--- src/rtl/arb_pkg.sv ---
// Shared types, width helpers and the reference round-robin pick for the grant arbiter.
package arb_pkg;

  typedef enum logic {IDLE, GRANT} arb_state_e;

  localparam int unsigned N_REQ_DEF    = 4;
  localparam int unsigned MAX_HOLD_DEF = 8;
  localparam int unsigned IDX_W_DEF    = (N_REQ_DEF > 1) ? $clog2(N_REQ_DEF) : 1;
  localparam int unsigned HOLD_W_DEF   = (MAX_HOLD_DEF > 0) ? $clog2(MAX_HOLD_DEF + 1) : 1;

  // One-hot of the first set bit of req searching upward from start, with wrap.
  function automatic logic [N_REQ_DEF-1:0] rr_pick(input logic [N_REQ_DEF-1:0] req,
                                                   input logic [IDX_W_DEF-1:0] start);
    logic [N_REQ_DEF-1:0] res;
    int unsigned          pos;
    res = '0;
    for (int unsigned k = 0; k < N_REQ_DEF; k++) begin
      pos = int'(start) + k;
      if (pos >= N_REQ_DEF) pos = pos - N_REQ_DEF;
      if (res == '0 && req[pos]) res[pos] = 1'b1;
    end
    return res;
  endfunction

endpackage

--- src/rtl/rr_priority_pick.sv ---
// Combinational rotate / find-first-set / un-rotate: first set req bit at or above start, with wrap.
module rr_priority_pick
  import arb_pkg::*;
#(
  parameter int unsigned N     = 4,
  parameter int unsigned IDX_W = (N > 1) ? $clog2(N) : 1
) (
  input  logic [N-1:0]     req,
  input  logic [IDX_W-1:0] start,
  output logic [N-1:0]     onehot,
  output logic [IDX_W-1:0] idx,
  output logic             any
);

  logic [2*N-1:0] dbl;
  logic [N-1:0]   rot;
  logic [IDX_W-1:0] k;
  logic [IDX_W:0]   sum;

  always_comb begin
    dbl = {req, req};
    rot = dbl[start +: N];
    k   = '0;
    // Scan from the top so the lowest set rotated bit wins.
    for (int i = N - 1; i >= 0; i--) begin
      if (rot[i]) k = IDX_W'(i);
    end
    sum = {1'b0, start} + {1'b0, k};
    if (sum >= (IDX_W+1)'(N)) sum = sum - (IDX_W+1)'(N);
    idx    = sum[IDX_W-1:0];
    any    = |req;
    onehot = any ? (N'(1) << idx) : '0;
  end

endmodule

--- src/rtl/rr_grant_arbiter.sv ---
// Round-robin grant arbiter with bounded hold: registered one-hot grant, valid flag and owner index.
module rr_grant_arbiter
  import arb_pkg::*;
#(
  parameter int unsigned N_REQ    = 4,
  parameter int unsigned MAX_HOLD = 8,
  localparam int unsigned IDX_W   = (N_REQ > 1) ? $clog2(N_REQ) : 1,
  localparam int unsigned HOLD_W  = (MAX_HOLD > 0) ? $clog2(MAX_HOLD + 1) : 1
) (
  input  logic             clk,
  input  logic             rst,
  input  logic [N_REQ-1:0] req,
  output logic [N_REQ-1:0] gnt,
  output logic             gnt_vld,
  output logic [IDX_W-1:0] gnt_idx
);

  arb_state_e        state_q, state_d;
  logic [IDX_W-1:0]  ptr_q, ptr_d;
  logic [HOLD_W-1:0] hold_q, hold_d;
  logic [N_REQ-1:0]  gnt_d;
  logic [IDX_W-1:0]  idx_d;

  logic [N_REQ-1:0]  pick_req, pick_onehot;
  logic [IDX_W-1:0]  pick_start, pick_idx;
  logic              pick_any;
  logic [IDX_W-1:0]  next_idx;
  logic              owner_req, limit_hit;
  logic [HOLD_W-1:0] hold_inc;

  rr_priority_pick #(.N(N_REQ), .IDX_W(IDX_W)) u_pick (
    .req    (pick_req),
    .start  (pick_start),
    .onehot (pick_onehot),
    .idx    (pick_idx),
    .any    (pick_any)
  );

  assign next_idx  = (gnt_idx == IDX_W'(N_REQ - 1)) ? '0 : gnt_idx + IDX_W'(1);
  assign owner_req = |(req & gnt);
  assign limit_hit = (MAX_HOLD != 0) && (hold_q == HOLD_W'(MAX_HOLD));
  assign hold_inc  = (hold_q == '1) ? hold_q : hold_q + HOLD_W'(1);

  always_comb begin
    state_d    = state_q;
    ptr_d      = ptr_q;
    hold_d     = hold_q;
    gnt_d      = gnt;
    idx_d      = gnt_idx;
    pick_req   = req;
    pick_start = ptr_q;
    case (state_q)
      IDLE: begin
        if (pick_any) begin
          gnt_d   = pick_onehot;
          idx_d   = pick_idx;
          hold_d  = HOLD_W'(1);
          state_d = GRANT;
        end
      end
      GRANT: begin
        // The owner never competes in its own hand-over search.
        pick_req   = req & ~gnt;
        pick_start = next_idx;
        if (!owner_req) begin
          ptr_d = next_idx;
          if (pick_any) begin
            gnt_d  = pick_onehot;
            idx_d  = pick_idx;
            hold_d = HOLD_W'(1);
          end else begin
            gnt_d   = '0;
            state_d = IDLE;
          end
        end else if (limit_hit && pick_any) begin
          ptr_d  = next_idx;
          gnt_d  = pick_onehot;
          idx_d  = pick_idx;
          hold_d = HOLD_W'(1);
        end else if (limit_hit) begin
          hold_d = HOLD_W'(1);
        end else begin
          hold_d = hold_inc;
        end
      end
      default: state_d = IDLE;
    endcase
  end

  always_ff @(posedge clk) begin
    if (rst) begin
      state_q <= IDLE;
      ptr_q   <= '0;
      hold_q  <= '0;
      gnt     <= '0;
      gnt_vld <= 1'b0;
      gnt_idx <= '0;
    end else begin
      state_q <= state_d;
      ptr_q   <= ptr_d;
      hold_q  <= hold_d;
      gnt     <= gnt_d;
      gnt_vld <= |gnt_d;
      gnt_idx <= idx_d;
    end
  end

endmodule

--- config.mk ---
export PLATFORM = sky130hd
export DESIGN_NAME = rr_grant_arbiter
export DESIGN_NICKNAME = d
export VERILOG_FILES = /design/src/rtl/arb_pkg.sv /design/src/rtl/rr_priority_pick.sv /design/src/rtl/rr_grant_arbiter.sv
export SDC_FILE = /design/constraint.sdc
export NUM_CORES = 1
export LEC_CHECK = 0
export CORE_UTILIZATION = 45
export DETAILED_ROUTE_END_ITERATION = 10
export PLACE_DENSITY = 0.77
export SYNTH_ARGS = -nofsm -noshare
export SYNTH_HDL_FRONTEND = slang
export SYNTH_SLANG_ARGS = --single-unit
--- constraint.sdc ---
create_clock -name clk -period 2.51 [get_ports clk]
set_input_delay 0.6275 -clock clk [delete_from_list [all_inputs] [get_ports clk]]
set_output_delay 0.6275 -clock clk [all_outputs]
set_load 0.03 [all_outputs]
==> reports/metrics.yaml <==
place_hpwl_mm: 2.01
num_rows: 16
skew_ns: 0.00512
synthCells: 126
fmax_mhz: 414
drive_gt1_frac: 0.344
final_nets: 174
ys_top_cells_by_area: "dfxtp_1, a21oi_1, nand2_1"
first_iter_violations: 46
grt_pass1_vias: 1094
drc: 0
tightest_slew_ns: 0.475
synth-edff-count: 0
avgSynthCellArea_sq_um: 8.16
dr.pass1.iters: 4
path_cells: "clkdlybuf4s50_1 -> a21boi_4 -> buf_4 -> a21oi_2 -> a21oi_1 -> a21oi_1 -> ha_2 -> xnor2_2 -> xnor2_2 -> a32o_1"
yosysUniqueCellTypes: 50
yosysSeqAreaShare: 0.273
path_buf_inv: 2
placedInstanceArea_sq_um: 1300
multi_input_area_sq_um: 790
syn_area_sq_um: 1030
timing.final.crit_share: 0.962
endpoint_kind: "flip-flop"
finalPower_mw: 1.43
clk_pin_slew_ns: 0.09
min_period_ns: 2.41
worstPathArrival_ns: 2.66
gp_congestion: 0.845
regArea_sq_um: 283
grt_antenna_before_repair: 0
area_delta_synth_final_pct: 42.6
worst_path_max_delay_cell: "clkdlybuf4s50_1"
ff2ff_setup_slack_ns: 0.12
p_seq_frac: 0.252
yosysMostFrequentCell: "nand2_1"
cts_root_buf: "clkbuf_4"
hold_viol_final: 0
grt-ovfl-total: 0
drv_slew: 0
grt_pass1_wl_mm: 4.74
synth_common_cells: "nand2_1, a21oi_1, dfxtp_1"
synth-seq-cells: 14
power_density_nw_per_um2: 974
async_flop_share: 0
insertion_delay_ns: 0.29
initial_utilization: 0.499
worstHoldPathType: "flip-flop to flip-flop"
switching_share: 0.437
fin_util: 0.711
outcome: "finished clean"
clock_path_buffers: 2
setup_viol: 0
vias_per_cell: 6.12
cts_tree: "done"
fin_tns_setup_ns: 0
post_drt_wl_per_cell_um: 16.1
core_region_area_sq_um: 2060
stdcell_area_sq_um: 1470
antenna_left: 0
p_leak_nw: 0.610
cts.sink_count: 14
criticalPathCategory: "input pin to flip-flop"
vdd_drop_max_v: 0.000944
worst_path_dominant_cell_family: "compound AO/OA/AOI/OAI gates"
max_slew_margin: 0.680
clkPwrFrac: 0.119
die_y_um: 49.8
numCtsBuffers: 3
combPwrFrac: 0.629
grt_max_degree: 13
cp-start-kind: "input pin"
required_ns: 2.75
vias: 1162
wl_mm: 3.06
p_int_mw: 0.804
synth_ff_type: "dfxtp_1"
n_antenna_cell: 0
cp_max_fo: 5
synth_top_area_share: 0.273
yosysWarnings: 0
cp_slowest_stage_delay_ns: 0.50
n_fill_cell: 140
portBuffers: 12
p_sw_mw: 0.625
die_area_sq_um: 2480
synth_fp_nets: 136
synth_area_leader_cell: "dfxtp_1"
ioPinCount: 13
htree_levels: 1
maxCapViolations: 0
grt_util_all_layers: 0.251
die_w_um: 49.8
## worst reg2reg max path, cell delays in order (launching register included)
cell and delay, ns:
dfxtp_2 0.34, ha_4 0.23, mux2_4 0.30, o21ai_2 0.19, a21oi_2 0.07, a311oi_1 0.25, a21oi_1 0.08, ha_2 0.21
xnor2_2 0.15, xnor2_2 0.30, a32o_1 0.22
## sequential cells by signal, indices dropped and copies added (netlist names)
name / cells
gnt: 4
gnt_idx: 2
gnt_vld: 1
hold_q: 4
ptr_q: 2
state_q: 1
## area by class of cell
class	count	area share
clock buffers	4	0.0247
flip-flops and latches	14	0.193
multi-input cells	104	0.538
inverters	5	0.0128
repair buffers	36	0.208
well taps	27	0.0230
## per-stage QoR
step	worst slack, ns	hold slack (ns)	cells
floorplan	0.0633	0.440	126
global placement	-0.195	0.458	181
detailed placement	-0.258	0.468	181
CTS	0.0540	0.480	185
global route	-0.0565	0.510	190
finish	0.0959	0.474	190
## placed cells by master (no fill, tap or decap), types with 3 or more instances in the layout
cell / instances
o21ai_0: 6
clkdlybuf4s50_1: 10
a21oi_1: 12
clkbuf_4: 3
inv_1: 5
nand3_1: 3
nand2_2: 3
nor2_1: 8
dfxtp_1: 12
buf_4: 24
nand2_1: 16
a21boi_4: 4
## power by group through the flow
stage	clock (mW)	sequential (mW)	combinational, mW
global route	0.174	0.367	0.974
floorplan	0	0.415	0.444
finish	0.170	0.360	0.899
global placement	0	0.345	0.753
CTS	0.167	0.345	0.777
detailed placement	0	0.348	0.771
## timing repair
item | in CTS | in global routing
buffers inserted | 0 | 5
endpoints found under the setup margin | 0 | 5
hold buffers | 0 | 0
resized for setup | 0 | 19
## layer usage
layer  share of wire  vias to the layer above  track usage
met1            0.41                      544        0.312
met5               0                        -            0
li1                -                      547            -
met2            0.48                       53        0.414
met4           0.046                        0       0.0857
met3           0.067                       18       0.0679
## logic make-up after synthesis
logic type / synth area share
multiplexers: 0.0462
AO/OA/AOI/OAI: 0.356
adder cells (fa/ha/maj): 0.0487
XOR/XNOR: 0.0243
AND/OR/NAND/NOR: 0.208
buffers and inverters: 0.0438
flip-flops: 0.273
## final timing paths
path / cells past startpoint / from / end
max: 10 / req[3] / gnt[0]
min: 2 / ptr_q[0] / ptr_q[0]
max reg2reg: 10 / gnt_idx[0] / gnt[0]
min reg2reg: 2 / ptr_q[0] / ptr_q[0]
(Power assumes the default switching activity.)
